File: config.mk
export PLATFORM = sky130hd
export DESIGN_NAME = seven_seg_bank
export DESIGN_NICKNAME = d
export VERILOG_FILES = /design/src/rtl/seven_seg_bank.sv
export SDC_FILE = /design/constraint.sdc
export NUM_CORES = 1
export LEC_CHECK = 0
export ABC_AREA = 1
export CORE_ASPECT_RATIO = 1.2
export CORE_MARGIN = 2
export CORE_UTILIZATION = 38
export DETAILED_ROUTE_END_ITERATION = 12
export MAX_ROUTING_LAYER = met4
export PLACE_DENSITY = 0.67
export SYNTH_ARGS = -nofsm -noshare
export SYNTH_HDL_FRONTEND = slang
export SYNTH_SLANG_ARGS = --single-unit
File: constraint.sdc
create_clock -name clk -period 1.7 [get_ports clk]
set_clock_uncertainty 0.15 [all_clocks]
set_input_delay 0.425 -clock clk [delete_from_list [all_inputs] [get_ports clk]]
set_output_delay 0.425 -clock clk [all_outputs]
set_load 0.005 [all_outputs]
File: src/rtl/seven_seg_bank.sv
// seven_seg_bank
//   Multi-digit 7-segment driver for the clock display. Holds a shadow copy of
//   NUM_DIGITS hex digits plus their display attributes, and decodes them to
//   active-low segments. It also handles per-digit dot, enable, leading-zero
//   blanking, per-digit blink and global PWM dimming. All outputs are registered.
//
// Ports
//   clk          system clock
//   rst_n        synchronous reset, active low
//   load         1 = capture value/dot_en/digit_en/blink_mask/lz_suppress/brightness
//   value        digit i nibble at [4i+3:4i]
//   dot_en       1 = light dot of digit i
//   digit_en     1 = digit i active
//   blink_mask   1 = digit i blinks
//   lz_suppress  1 = blank leading zeros
//   brightness   PWM duty, 0 = off, all-ones = always on
//   segments     digit i at [7i+6:7i], bit6=a .. bit0=g, active low
//   dots         active-low dot per digit
//   blink_phase  1 = blinking digits hidden
module seven_seg_bank #(
    parameter int NUM_DIGITS = 6,
    parameter int BLINK_DIV  = 25_000_000,
    parameter int PWM_BITS   = 4
) (
    input  logic                      clk,
    input  logic                      rst_n,
    input  logic                      load,
    input  logic [4*NUM_DIGITS-1:0]   value,
    input  logic [NUM_DIGITS-1:0]     dot_en,
    input  logic [NUM_DIGITS-1:0]     digit_en,
    input  logic [NUM_DIGITS-1:0]     blink_mask,
    input  logic                      lz_suppress,
    input  logic [PWM_BITS-1:0]       brightness,
    output logic [7*NUM_DIGITS-1:0]   segments,
    output logic [NUM_DIGITS-1:0]     dots,
    output logic                      blink_phase
);

    localparam int BLINK_W = $clog2(BLINK_DIV);
    localparam logic [BLINK_W-1:0] BLINK_LAST = BLINK_W'(BLINK_DIV - 1);

    logic [4*NUM_DIGITS-1:0] sh_value;
    logic [NUM_DIGITS-1:0]   sh_dot_en;
    logic [NUM_DIGITS-1:0]   sh_digit_en;
    logic [NUM_DIGITS-1:0]   sh_blink_mask;
    logic                    sh_lz;
    logic [PWM_BITS-1:0]     sh_brightness;

    logic [BLINK_W-1:0]      blink_cnt;
    logic [PWM_BITS-1:0]     pwm_cnt;

    logic                    lit;
    logic [NUM_DIGITS-1:0]   lz_blank;
    logic [7*NUM_DIGITS-1:0] seg_nxt;
    logic [NUM_DIGITS-1:0]   dots_nxt;

    function automatic logic [6:0] decode(input logic [3:0] d);
        logic [6:0] s;
        case (d)
            4'h0: s = 7'b0000001;
            4'h1: s = 7'b1001111;
            4'h2: s = 7'b0010010;
            4'h3: s = 7'b0000110;
            4'h4: s = 7'b1001100;
            4'h5: s = 7'b0100100;
            4'h6: s = 7'b0100000;
            4'h7: s = 7'b0001111;
            4'h8: s = 7'b0000000;
            4'h9: s = 7'b0000100;
            4'hA: s = 7'b0000010;
            4'hB: s = 7'b1100000;
            4'hC: s = 7'b0110001;
            4'hD: s = 7'b1000010;
            4'hE: s = 7'b0110000;
            default: s = 7'b0111000;
        endcase
        return s;
    endfunction

    always_ff @(posedge clk) begin
        if (!rst_n) begin
            sh_value      <= '0;
            sh_dot_en     <= '0;
            sh_digit_en   <= '0;
            sh_blink_mask <= '0;
            sh_lz         <= 1'b0;
            sh_brightness <= '1;
            blink_cnt     <= '0;
            blink_phase   <= 1'b0;
            pwm_cnt       <= '0;
            segments      <= '1;
            dots          <= '1;
        end else begin
            if (load) begin
                sh_value      <= value;
                sh_dot_en     <= dot_en;
                sh_digit_en   <= digit_en;
                sh_blink_mask <= blink_mask;
                sh_lz         <= lz_suppress;
                sh_brightness <= brightness;
            end
            if (blink_cnt == BLINK_LAST) begin
                blink_cnt   <= '0;
                blink_phase <= ~blink_phase;
            end else begin
                blink_cnt   <= blink_cnt + 1'b1;
            end
            pwm_cnt  <= pwm_cnt + 1'b1;
            segments <= seg_nxt;
            dots     <= dots_nxt;
        end
    end

    assign lit = (&sh_brightness) || (pwm_cnt < sh_brightness);

    // Leading-zero scan from the top digit down. A disabled digit reads as zero;
    // a lit dot or any nonzero digit ends the run. Digit 0 is never scanned.
    always_comb begin
        logic scanning;
        lz_blank = '0;
        scanning = sh_lz;
        for (int i = NUM_DIGITS - 1; i > 0; i--) begin
            if (scanning && !sh_dot_en[i] &&
                (!sh_digit_en[i] || sh_value[4*i +: 4] == 4'h0)) begin
                lz_blank[i] = 1'b1;
            end else begin
                scanning = 1'b0;
            end
        end
    end

    // The dot is hidden by disable, blink and PWM but survives LZ blanking.
    always_comb begin
        logic hide;
        seg_nxt  = '1;
        dots_nxt = '1;
        for (int i = 0; i < NUM_DIGITS; i++) begin
            hide = !sh_digit_en[i] || (blink_phase && sh_blink_mask[i]) || !lit;
            if (hide || lz_blank[i]) begin
                seg_nxt[7*i +: 7] = 7'h7F;
            end else begin
                seg_nxt[7*i +: 7] = decode(sh_value[4*i +: 4]);
            end
            dots_nxt[i] = hide ? 1'b1 : !sh_dot_en[i];
        end
    end

endmodule

* Word-level counts from Yosys, hierarchy flattened
Memories as Yosys holds them, arrays and structs flattened. A register that Yosys moved wholly into a read port is not among the register bits.
Index checks and enable logic that the tools add are counted.
** Word-level totals
- Bits in registers :: 83
- Logic and storage cells :: 106
- Bits in read-only memories :: 672
- Memories kept :: 6
- Output and inout bits :: 49
- Bits of input ports :: 50
** Cells by class
- Eq/ne operators :: 1
- Bitwise gates (word level) :: 2
- Reductions and logical operators :: 70
- Mux-type cells :: 9
- Magnitude comparators :: 1
- Add/subtract/negate cells :: 2
** Memory list
- (name not given) :: words 16, width 7, read ports 1, clocked after memory_dff 1, write ports 0, RTL line 59 : case (d)
- (name not given) :: words 16, width 7, read ports 1, clocked after memory_dff 1, write ports 0, RTL line 59
- (name not given) :: words 16, width 7, read ports 1, clocked after memory_dff 1, write ports 0, RTL line 59
- (name not given) :: words 16, width 7, read ports 1, clocked after memory_dff 1, write ports 0, RTL line 59
- (name not given) :: words 16, width 7, read ports 1, clocked after memory_dff 1, write ports 0, RTL line 59
- (name not given) :: words 16, width 7, read ports 1, clocked after memory_dff 1, write ports 0, RTL line 59
** Operator list (count)
- adder 25 x 1 -> 25 bit (second input constant) :: 1
- == test 25 bit (second input constant) :: 1
- OR reduction 2 bit :: 12
- logical OR 1 bit :: 23
- zero test 4 bit :: 5
- logical AND 1 bit :: 16
- zero test 1 bit :: 13
- 2-to-1 mux 1 bit :: 9
- adder 4 x 1 -> 4 bit (second input constant) :: 1
- < comparator 4 bit :: 1
- AND reduction 4 bit :: 1
- inverter 1 bit :: 2

* Depth between registers and ports, before layout
- Word-level depth :: 18
- Mapped depth :: 10
- Gate-level depth less buffers :: 10

* Least setup slack after synthesis
Ideal clock, no wire load.
- Path type :: register to register
- Start point :: register sh_brightness[3]
- End point :: register segments[10]
- Slack :: 49 ps
- Clock period less this slack :: 1651 ps
- Stages on the path, launching flop included :: 7
- Library setup time :: 141 ps
- Data required time :: 1409 ps
- Data arrival time :: 1360 ps
- Cells stage by stage :: dfxtp_1 inv_1 ha_1 a21oi_1 nand2_1 a21oi_1 nand3_1
** On the way
- Word-level cells in the longest chain between the ends :: 6
- Elaborated cells between the ends (all ways) :: 7
- Classes of those cells :: order compare (1); reduce/logical (6)
** RTL lines
- start: declaration :: RTL line 47 : logic [PWM_BITS-1:0] sh_brightness;
- start signal: assignment :: RTL line 100 : sh_brightness <= brightness;
- < comparator 4 bit or AND reduction 4 bit (tied branches) :: RTL line 114 : assign lit = (&sh_brightness) || (pwm_cnt < sh_brightness);
- logical OR 1 bit * :: RTL line 114
- zero test 1 bit * :: RTL line 138 : hide = !sh_digit_en[i] || (blink_phase && sh_blink_mask[i]) || !lit;
- logical OR 1 bit * :: RTL line 138
- logical OR 1 bit * :: RTL line 139 : if (hide || lz_blank[i]) begin
- OR reduction 2 bit (no source line) *
- end: declaration :: RTL line 34 : output logic [7*NUM_DIGITS-1:0] segments,
Mark *: on every way between the ends. The rest lies on a longest branch, timed or not.
A chain may end at the register's enable or synchronous reset.

* Final worst setup path
- Start point :: register blink_cnt[0]
- End point :: register blink_cnt[13]
** On the way
- Word-level cells in the longest chain between the ends :: 2
- Elaborated cells between the ends (all ways) :: 3
- Classes of those cells :: add/sub (1); eq/ne (1); reduce/logical (1)
** RTL lines
- start: declaration :: RTL line 49 : logic [BLINK_W-1:0] blink_cnt;
- start signal: assignment :: RTL line 106 : blink_cnt <= blink_cnt + 1'b1;
- branches (longest 2 deep; another with adder 25 x 1 -> 25 bit)
Parallel ways; which one is timed is not known.

==> qor.csv <==
stage,metric,value,unit
run_status,status,"complete, no violations",
placed_design,routability cong.,0.883,
worst_setup_path,WP data required,1.86,ns
worst_setup_path,Setup crit start kind,flip-flop,
clocking,clock latency on the worst-skew pair,0.42,ns
yosys,ys flop type,dfxtp_1,
worst_setup_path,RR Endpoint,blink_cnt[13],
sta,relative slew slack,0.683,
worst_hold_path,HP Class,reg2reg,
floorplanning,Starting Density,0.384,
placed_design,I/O Buffers,98,
pwr,Pwr Total,0.00796,W
worst_setup_path,CP Class,reg2reg,
pwr,Static Leak,3.22,nW
clocking,TritonCTS clock tree,yes,
detailed_routing,final antenna-violating net count,0,
worst_setup_path,Setup crit end kind,flip-flop,
worst_hold_path,Hold Crit Endpoint,dots[0],
grt,first-pass GRT wire length,24.4,mm
run,Max Cap Viol,0,
clocking,clock transition at the registers of the reported paths,0.06,ns
cells_and_area,share of layout cells above drive strength 1,0.144,
clocking,Root Driver,clkbuf_16,
worst_setup_path,Reg2Reg Depth,8,
detailed_routing,Post-Route WL,15.1,mm
detailed_routing,first-pass detailed-route iteration total,5,
yosys,Mean Syn Cell Area,7.48,µm²
yosys,combinational family with the most area after synthesis,simple AND/OR/NAND/NOR gates,
sta,final critical-path share of the clock period,0.965,
yosys,Synth Warn #,0,
cells_and_area,"Core Util, Final",0.531,
yosys,sequential fraction of the synthesis area,0.422,
grt,initial antenna violation count,1,
worst_setup_path,Critical Path Fanout Max,6,
placed_design,pre-CTS WS,-0.126,ns
worst_setup_path,"setup slack, reg-to-reg",0.06,ns
floorplanning,Core Rows,50,
yosys,share of async-settable or async-resettable flops after synthesis,0,
worst_hold_path,Worst Min Path Start,sh_dot_en[0],
worst_setup_path,R2R Path Start,blink_cnt[0],
cells_and_area,Layout Nets,1034,
yosys,library cells used by synthesis,37,
placed_design,number of instances in the placed design,1127,
yosys,flip-flop and latch count after synthesis,125,
sta,unrepaired setup endpoints after global routing,true,
yosys,Synth Instances,793,
detailed_routing,drt via density,4.85,
clocking,clk sinks,125,
worst_hold_path,Min-Delay Path Depth,1,
yosys,proportion of synthesized area in mux cells,0,
yosys,adder-cell share of the synthesized area,0.0865,
cells_and_area,area grow syn2layout,38.4,%
yosys,complex-gate fraction of the synthesized area,0.167,
pwr,Max VDD drop,0.703,mV
pwr,Power Dens Cells,970,nW/µm²
sta,Tmin final,1.64,ns
sta,Least-Margin Pin Slew,0.475,ns
floorplanning,Top Ports,99,
clocking,CTS buffer count,17,
sta,# setup viols final,0,
floorplanning,die area,16600,µm²
worst_setup_path,data arrival time of the worst path,1.80,ns
yosys,syn_nets,884,
yosys,Simple-Gate Fraction of Synth Area,0.244,
sta,fin worst setup slack,0.0587,ns
grt,largest net degree at the start of global routing,39,
yosys,Post-Syn Area,5930,µm²
grt,Total GRT Usage,0.189,
yosys,Synth Area in XOR/XNOR,0.0148,
sta,max-slew violations,0,
detailed_routing,Avg WL per Cell,13.0,µm
floorplanning,DIE HEIGHT,141,µm
floorplanning,CORE AREA,15500,µm²
sta,achievable clock frequency,0.609,GHz
placed_design,Post-DP Area,7490,µm²
grt,grt total ovfl,0,
placed_design,Post-DP HPWL,10.9,mm
yosys,"EDFF count, synth",0,
grt,vias in the first global route,5214,
detailed_routing,initial DRC count,318,
cells_and_area,Finished Layout Cells,1165,
cells_and_area,final instance area,8210,µm²
detailed_routing,total number of vias,5649,
clocking,Clock H-tree levels,4,
sta,Final Hold Fails,0,
floorplanning,Die W,118,µm
detailed_routing,post-route DRC violation count,0,
clocking,maximum clock insertion buffer count,2,
## cells in the final DEF (no fill, tap or decap), drive strengths merged, types with 21 or more instances in the layout
cell type,synthesis,routed
nand2,152,155
dfxtp,125,125
nor2,114,114
a21oi,91,91
o21ai,87,87
inv,62,66
buf,12,60
dlygate4sd2,0,49
clkdlybuf4s50,0,48
ha,41,41
nand3,35,35
clkbuf,17,21
## metal layers
| layer | part of all wire | vias up | GRT usage |
|---|---|---|---|
| met5 | 0 | - | - |
| met4 | 0.026 | 0 | 0.0850 |
| met3 | 0.049 | 32 | 0.0465 |
| met2 | 0.50 | 129 | 0.320 |
| met1 | 0.43 | 2564 | 0.210 |
| li1 | - | 2924 | - |
## critical path: stages (launching register included)
cell and delay, ns:
dfxtp_1 0.34, ha_2 0.19, nand2_2 0.07, inv_1 0.09, nand2_2 0.10, nor2_4 0.15, nand3_4 0.20, nand2_4 0.19
a21oi_1 0.05
## final cells by class
class / count / area, µm²
Inverter: 65 / 245
Tap cell: 208 / 260
Antenna cell: 1 / 2.50
Multi-Input combinational cell: 577 / 3170
Fill cell: 1490 / 7240
Clock buffer: 21 / 470
Clock inverter: 11 / 154
Timing Repair Buffer: 157 / 1400
Sequential cell: 125 / 2510
## metrics by stage
| stage | TNS, ns | hold WS (ns) |
|---|---|---|
| final | 0 | 0.234 |
| after global placement | -0.613 | 0.222 |
| after floorplan | 0 | 0.213 |
| after global routing | -1.16 | 0.259 |
| after CTS | 0 | 0.175 |
| after detailed placement | -1.10 | 0.220 |
## kinds of logic after synthesis
group	count (synthesis)
AOI/OAI and AO/OA	190
xor gates and xnor gates	10
adders and majority gates	41
buffers and inverters	94
DFF	125
and+or+nand+nor	333
## power breakdown
group          switching [W]  internal (W)
clock                0.00138       0.00244
sequential         0.0000851       0.00307
combinational       0.000514      0.000471
## Yosys cell counts (all sizes together) (2+ instances only)
cell    count  area share
nand2     152       0.099
dfxtp     125        0.42
nor2      114       0.076
a21oi      91       0.077
o21ai      87       0.073
inv        62       0.039
ha         41       0.086
nand3      35       0.032
clkbuf     17       0.011
buf        12       0.013
nand3b     12       0.015
nand4      12       0.014
or2         7      0.0074
xnor2       7       0.010
a211oi      3      0.0046
clkinv      3      0.0021
o211ai      3      0.0038
xor2        3      0.0044
a32oi       2      0.0030
## state kept, by name (all words and copies together) (netlist names)
| name | cells |
|---|---|
| sh_dot_en | 6 |
| blink_phase | 1 |
| segments | 42 |
| sh_value | 24 |
| dots | 6 |
| blink_cnt | 25 |
| sh_brightness | 4 |
| sh_blink_mask | 6 |
| pwm_cnt | 4 |
| sh_digit_en | 6 |
| sh_lz | 1 |
## worst max path at each step
| stage | startpoint | to | slack, ns | depth (start not counted) |
|---|---|---|---|---|
| 2_1_floorplan | sh_brightness[3] | segments[10] | 0.05 | 6 |
| 3_3_place_gp | sh_brightness[3] | segments[35] | -0.08 | 9 |
| 3_5_place_dp | sh_brightness[3] | segments[35] | -0.13 | 9 |
| 4_1_cts | blink_cnt[0] | blink_cnt[11] | 0.0009 | 8 |
| 5_1_grt | pwm_cnt[1] | segments[35] | -0.05 | 10 |
| 6_report | blink_cnt[0] | blink_cnt[13] | 0.06 | 8 |
## what timing repair did
action / in CTS / in global routing
buffers inserted: 0 / 2
hold buffers: 0 / 0
resized for setup: 60 / 15
setup endpoints to repair: 72 / 57
pin swaps: 2 / 11
cloned: 0 / 3
Power figures use the tool's default switching activity.
